## src/rtl/joy_dir_filter.sv

```systemverilog
// joy_dir_filter: synchronise, debounce, rotate and mode-filter joystick directions per channel
//   clk     - single clock; all state changes on its rising edge
//   reset   - asynchronous active-high reset
//   dir_in  - raw {up,down,left,right} per channel at [4c+3:4c], asynchronous to clk
//   mode    - per-channel filter at [2c+1:2c]: 00 pass, 01 4-way last-pressed, 10 4-way sticky, 11 2-way horizontal
//   rotate  - shared rotation: 00 none, 01 cw, 10 ccw, 11 180
//   dir_out - registered filtered directions, same packing as dir_in
//   change  - per-channel one-clock pulse, the clock after that channel's dir_out changed
module joy_dir_filter #(
    parameter int CHANNELS   = 2,
    parameter int DEB_CYCLES = 4
) (
    input  logic                  clk,
    input  logic                  reset,
    input  logic [4*CHANNELS-1:0] dir_in,
    input  logic [2*CHANNELS-1:0] mode,
    input  logic [1:0]            rotate,
    output logic [4*CHANNELS-1:0] dir_out,
    output logic [CHANNELS-1:0]   change
);
    localparam int NB = 4 * CHANNELS;
    // Counter value at which a persistent mismatch is accepted; DEB_CYCLES of 0 behaves as 1
    localparam logic [7:0] DEB_LAST = 8'((DEB_CYCLES < 1) ? 0 : DEB_CYCLES - 1);

    logic [NB-1:0] w_stable;

    // Bit layout is {up,down,left,right}
    function automatic logic [3:0] f_rotate(input logic [3:0] d, input logic [1:0] rot);
        return (rot == 2'b01) ? {d[1], d[0], d[2], d[3]} :
               (rot == 2'b10) ? {d[0], d[1], d[3], d[2]} :
               (rot == 2'b11) ? {d[2], d[3], d[0], d[1]} : d;
    endfunction

    // Highest-priority set direction as one-hot: up > down > left > right
    function automatic logic [3:0] f_first(input logic [3:0] d);
        return d[3] ? 4'b1000 : d[2] ? 4'b0100 : d[1] ? 4'b0010 : d[0] ? 4'b0001 : 4'b0000;
    endfunction

    for (genvar b = 0; b < NB; b++) begin : g_bit
        logic       r_sync1;
        logic       r_sync2;
        logic       r_stable;
        logic [7:0] r_cnt;
        always_ff @(posedge clk or posedge reset) begin
            if (reset) begin
                r_sync1  <= 1'b0;
                r_sync2  <= 1'b0;
                r_stable <= 1'b0;
                r_cnt    <= 8'd0;
            end else begin
                r_sync1 <= dir_in[b];
                r_sync2 <= r_sync1;
                if (r_sync2 == r_stable) begin
                    r_cnt <= 8'd0;
                end else if (r_cnt == DEB_LAST) begin
                    r_stable <= r_sync2;
                    r_cnt    <= 8'd0;
                end else begin
                    r_cnt <= r_cnt + 8'd1;
                end
            end
        end
        assign w_stable[b] = r_stable;
    end

    for (genvar c = 0; c < CHANNELS; c++) begin : g_ch
        logic [1:0] w_mode;
        logic       w_mode_chg;
        logic [3:0] w_held;
        logic [3:0] w_edge;
        logic [3:0] w_mask_base;
        logic [3:0] w_mask_new;
        logic [3:0] w_mask_next;
        logic [3:0] w_own_base;
        logic [3:0] w_own_next;
        logic [3:0] w_next;
        logic [1:0] r_mode_prev;
        logic [3:0] r_held_prev;
        logic [3:0] r_mask;
        logic [3:0] r_own;
        logic [3:0] r_dout;
        logic [3:0] r_dout_d;
        logic       r_change;

        always_comb begin
            w_mode      = mode[2*c +: 2];
            w_mode_chg  = w_mode != r_mode_prev;
            w_held      = f_rotate(w_stable[4*c +: 4], rotate);
            w_edge      = w_held & ~r_held_prev;
            // A mode switch restarts the filter state in the same clock the new mode takes effect
            w_mask_base = w_mode_chg ? 4'b1111 : r_mask;
            w_own_base  = w_mode_chg ? 4'b0000 : r_own;
            w_mask_new  = (w_edge != 4'b0000) ? f_first(w_edge) : w_mask_base;
            // Mask falls back to all-pass once its selected direction is no longer held
            w_mask_next = (w_mode != 2'b01) ? 4'b1111 :
                          ((w_held & w_mask_new) == 4'b0000) ? 4'b1111 : w_mask_new;
            // Ownership is kept while held; otherwise handed over within the same clock
            w_own_next  = (w_mode != 2'b10) ? 4'b0000 :
                          ((w_own_base & w_held) != 4'b0000) ? w_own_base : f_first(w_held);
            w_next      = (w_mode == 2'b00) ? w_held :
                          (w_mode == 2'b01) ? (w_held & w_mask_next) :
                          (w_mode == 2'b10) ? w_own_next :
                          {2'b00, (w_held[1] & w_held[0]) ? 2'b00 : w_held[1:0]};
        end

        always_ff @(posedge clk or posedge reset) begin
            if (reset) begin
                r_mode_prev <= 2'b00;
                r_held_prev <= 4'b0000;
                r_mask      <= 4'b1111;
                r_own       <= 4'b0000;
                r_dout      <= 4'b0000;
                r_dout_d    <= 4'b0000;
                r_change    <= 1'b0;
            end else begin
                r_mode_prev <= w_mode;
                r_held_prev <= w_held;
                r_mask      <= w_mask_next;
                r_own       <= w_own_next;
                r_dout      <= w_next;
                r_dout_d    <= r_dout;
                r_change    <= r_dout != r_dout_d;
            end
        end

        assign dir_out[4*c +: 4] = r_dout;
        assign change[c]         = r_change;
    end
endmodule

```

## config.mk

```make
export PLATFORM = sky130hd
export DESIGN_NAME = joy_dir_filter
export DESIGN_NICKNAME = d
export VERILOG_FILES = /design/src/rtl/joy_dir_filter.sv
export SDC_FILE = /design/constraint.sdc
export NUM_CORES = 1
export LEC_CHECK = 0
export ABC_AREA = 1
export CAP_MARGIN = 30
export CORE_MARGIN = 5
export CORE_UTILIZATION = 46
export CTS_BUF_LIST = sky130_fd_sc_hd__clkbuf_4
export CTS_CLUSTER_SIZE = 25
export DETAILED_ROUTE_END_ITERATION = 8
export GPL_TIMING_DRIVEN = 0
export SYNTH_ARGS = -nofsm -noshare
export SYNTH_HDL_FRONTEND = slang
export SYNTH_SLANG_ARGS = --single-unit
```

## constraint.sdc

```tcl
create_clock -name clk -period 7.9 [get_ports clk]
set_input_delay 1.58 -clock clk [delete_from_list [all_inputs] [get_ports clk]]
set_output_delay 1.58 -clock clk [all_outputs]
set_load 0.02 [all_outputs]
```

==> impl_metrics.xml <==
<?xml version="1.0" encoding="UTF-8"?>
<metrics>
  <group name="critical_path">
    <metric name="crit_slowest_cell" unit="">sky130_fd_sc_hd__clkdlybuf4s50_1</metric>
    <metric name="r2r_setup_slack" unit="ps">5940</metric>
    <metric name="start_kind" unit="">input pin</metric>
    <metric name="rr_worst_depth" unit="">12</metric>
    <metric name="timing.rr.end" unit="">g_ch[1].r_dout[0]</metric>
    <metric name="worst-endpoint-arrival" unit="ps">3660</metric>
    <metric name="crit_path_max_fanout" unit="">7</metric>
    <metric name="cell_family_with_most_cp_delay" unit="">simple AND/OR/NAND/NOR gates</metric>
    <metric name="crit_buf_inv" unit="">2</metric>
    <metric name="critical_path.endpoint_type" unit="">register</metric>
    <metric name="startpoint" unit="">mode[3]</metric>
    <metric name="critPathKind" unit="">in2reg</metric>
    <metric name="slowest_delay" unit="ps">540</metric>
    <metric name="worst_ep_required_time" unit="ps">8360</metric>
    <metric name="cp_cell_sequence" unit="">clkdlybuf4s50_1 -&gt; xnor2_1 -&gt; nand2_1 -&gt; nor2_1 -&gt; nand2_1 -&gt; nand3_2 -&gt; nor2_1 -&gt; inv_1 -&gt; nand2_1 -&gt; a21oi_2 -&gt; nor2_1 -&gt; a21oi_2</metric>
    <metric name="r2r-start" unit="">g_bit[6].r_stable</metric>
  </group>
  <group name="detailed_routing">
    <metric name="detail_route.wl_per_cell" unit="um">11.8</metric>
    <metric name="drt-pass1-iter-count" unit="">6</metric>
    <metric name="num_vias" unit="">4703</metric>
    <metric name="route.antenna.remaining_nets" unit="">0</metric>
    <metric name="postRouteWirelength" unit="um">11400</metric>
    <metric name="drt_iter0_markers" unit="">296</metric>
    <metric name="vias_per_cell" unit="">4.87</metric>
    <metric name="drcViolationCount" unit="">0</metric>
  </group>
  <group name="power">
    <metric name="power_leakage" unit="nW">3.22</metric>
    <metric name="max-vdd-ir-drop" unit="mV">0.134</metric>
    <metric name="internal-power" unit="mW">1.23</metric>
    <metric name="power_frac_comb" unit="">0.315</metric>
    <metric name="finalPower" unit="mW">1.94</metric>
    <metric name="seq_power_share" unit="">0.465</metric>
    <metric name="p_sw" unit="mW">0.715</metric>
    <metric name="p_per_area" unit="nW/um^2">274</metric>
    <metric name="power_frac_clock" unit="">0.220</metric>
    <metric name="netSwitchingFraction" unit="">0.368</metric>
  </group>
  <group name="cells_and_area">
    <metric name="final_layout_size_suffix_gt1_frac" unit="">0.123</metric>
    <metric name="most_used_cells_in_the_layout_excluding_fill_and_tap_cells" unit="">sky130_fd_sc_hd__dfrtp_1, sky130_fd_sc_hd__nand2_1, sky130_fd_sc_hd__inv_1</metric>
    <metric name="layout.nets" unit="">801</metric>
    <metric name="n_fill_cell" unit="">1258</metric>
    <metric name="n_antenna_cell" unit="">0</metric>
    <metric name="postLayoutCoreUtil" unit="">0.530</metric>
    <metric name="layout.cells.most_common" unit="">sky130_fd_sc_hd__dfrtp_1</metric>
    <metric name="flow.area_growth_from_synthesis" unit="%">12.0</metric>
  </group>
  <group name="synth">
    <metric name="synth.distinct_cells" unit="">37</metric>
    <metric name="yosys-top-cells-area" unit="">sky130_fd_sc_hd__dfrtp_1, sky130_fd_sc_hd__nand2_1, sky130_fd_sc_hd__inv_1</metric>
    <metric name="synth_nets" unit="">757</metric>
    <metric name="post_synth_inst_count" unit="">733</metric>
    <metric name="yosys_register_bits" unit="">134</metric>
    <metric name="synth_enable_flop_cells" unit="">0</metric>
    <metric name="asyncSetResetFlopFracSynth" unit="">1.00</metric>
    <metric name="yosysSeqAreaShare" unit="">0.532</metric>
    <metric name="synth_flop_cell" unit="">sky130_fd_sc_hd__dfrtp_1</metric>
    <metric name="portion_of_synthesized_cell_area_occupied_by_the_leading_cell_type" unit="">0.499</metric>
    <metric name="synthesis.area" unit="um^2">6320</metric>
    <metric name="yosysWarnings" unit="">0</metric>
    <metric name="syn-mean-instance-area" unit="um^2">8.62</metric>
    <metric name="dominant_cell_type_by_area_after_synthesis" unit="">sky130_fd_sc_hd__dfrtp_1</metric>
  </group>
  <group name="floorplan">
    <metric name="die_w" unit="um">127</metric>
    <metric name="design.die.area" unit="um^2">16200</metric>
    <metric name="floorplan.initialDensity" unit="">0.474</metric>
    <metric name="std_cell_rows" unit="">42</metric>
    <metric name="boundaryPins" unit="">26</metric>
    <metric name="die-height" unit="um">127</metric>
    <metric name="floorplan.core_area" unit="um^2">13300</metric>
  </group>
  <group name="sta">
    <metric name="rsz_0062_raised_after_global_routing" unit="">no</metric>
    <metric name="report.final.slew_viol_count" unit="">0</metric>
    <metric name="actual_transition_at_the_worst_max_transition_pin" unit="ps">603</metric>
    <metric name="final.min_clock_period" unit="ps">3200</metric>
    <metric name="layout_worst_path_cycle_share" unit="">0.405</metric>
    <metric name="fin_skew" unit="ps">16.1</metric>
    <metric name="fmax" unit="GHz">0.313</metric>
    <metric name="fin_tns_setup" unit="ps">0</metric>
    <metric name="hold_violations" unit="">0</metric>
    <metric name="finalSetupViolCount" unit="">0</metric>
    <metric name="timing.max_slew.rel_slack" unit="">0.595</metric>
  </group>
  <group name="grt">
    <metric name="track_usage" unit="">0.157</metric>
    <metric name="grt_antenna_before_repair" unit="">0</metric>
    <metric name="grt_remaining_overflow" unit="">0</metric>
    <metric name="grt_pass1_vias" unit="">4725</metric>
    <metric name="grt_start_max_net_pins" unit="">82</metric>
    <metric name="grt_first_pass_wirelength" unit="um">20800</metric>
  </group>
  <group name="cts">
    <metric name="clockRootBuffer" unit="">sky130_fd_sc_hd__clkbuf_4</metric>
    <metric name="tritoncts" unit="">yes</metric>
    <metric name="cts_setup_buffers" unit="">0</metric>
    <metric name="cts_made_buffers" unit="">17</metric>
    <metric name="clock_path_buffers" unit="">2</metric>
    <metric name="worstSkewPairLatency" unit="ps">530</metric>
    <metric name="post_cts.resized_instances" unit="">0</metric>
    <metric name="clock_sink_count" unit="">134</metric>
    <metric name="post_cts_hold_buffer_count" unit="">0</metric>
    <metric name="clk_pin_slew_worst_paths" unit="ps">110</metric>
    <metric name="htree_num_levels" unit="">4</metric>
  </group>
  <group name="min_path">
    <metric name="min_delay_startpoint" unit="">g_bit[7].r_sync1</metric>
    <metric name="worstHoldPathType" unit="">reg2reg</metric>
    <metric name="hold_crit_endpoint" unit="">g_bit[7].r_sync2</metric>
    <metric name="timing.hold.worst_path_depth" unit="">0</metric>
  </group>
  <group name="job">
    <metric name="max_cap_viol_count" unit="">0</metric>
  </group>
  <group name="placed_design">
    <metric name="gp_routability_congestion" unit="">0.812</metric>
    <metric name="buffer_ports.inserted" unit="">24</metric>
    <metric name="dp_hpwl" unit="um">8340</metric>
  </group>
  <group name="status">
    <metric name="run_status" unit="">finished clean</metric>
  </group>
</metrics>
synth_stat cells (all sizes together) (2+ instances only):
cell    number
ha           8
inv        121
nand2      144
nor4         8
or2          7
nor3        27
clkinv       2
nand3       58
xnor2       23
buf          4
dfstp        8
a22oi        2
a21oi       48
nand4       11
o21ai       16
dfrtp      126
xor2         5
nor2       109
registers in the layout (all words and copies together), names as in the netlist:
signal and flops:
g_bit.r_cnt 64, g_bit.r_stable 8, g_bit.r_sync1 8, g_bit.r_sync2 8, g_ch.r_change 2, g_ch.r_dout 8
g_ch.r_dout_d 8, g_ch.r_held_prev 8, g_ch.r_mask 8, g_ch.r_mode_prev 4, g_ch.r_own 8
per-stage QoR:
stage / cells / instance area, um^2 / hold WS, ps / setup WS (ps)
floorplan: 733 / 6320 / 331 / 2750
global placement: 933 / 6780 / 333 / 932
detailed placement: 934 / 6810 / 335 / 4170
CTS: 966 / 7080 / 362 / 4700
global route: 966 / 7080 / 377 / 4550
finish: 966 / 7080 / 358 / 4700
power groups by stage:
stage	registers, mW	clock network (mW)	logic (mW)
final	0.903	0.426	0.612
after global routing	0.922	0.482	0.701
after CTS	0.906	0.448	0.619
after detailed placement	0.920	0	0.615
after global placement	0.915	0	0.603
after floorplan	0.914	0	0.456
cell families after synthesis:
kind of cell / synth area share
AO/OA/AOI/OAI: 0.0590
XOR/XNOR: 0.0388
adder cells (fa/ha/maj): 0.0158
buffers and inverters: 0.0802
flip-flops: 0.532
multiplexers: 0.00178
AND/OR/NAND/NOR: 0.272
per-layer routing:
layer	GRT usage	routed length, um	up-vias
met2	0.260	5500	65
li1	-	-	2405
met3	0.0426	347	18
met4	0.0599	212	0
met5	0	0	-
met1	0.197	5370	2215
layout make-up:
type,instances,area [um^2],area share
clock inverters,15,139,0.0196
clock buffers,17,128,0.0180
repair buffers,25,268,0.0378
multi-input cells,472,2450,0.346
well taps,176,220,0.0311
plain buffers,4,37.5,0.00530
flip-flops and latches,134,3360,0.475
inverters,123,474,0.0670
worst max path at each step:
stage / to / slack, ps / cells after the start
CTS: dir_out[6] / 4700 / 1
finish: g_ch[1].r_dout[0] / 4700 / 12
detailed placement: g_ch[1].r_dout[0] / 4170 / 12
global route: g_ch[1].r_dout[0] / 4550 / 15
floorplan: g_bit[0].r_cnt[0] / 2750 / 1
global placement: g_ch[0].r_own[2] / 930 / 2
Power figures use the tool's default switching activity.
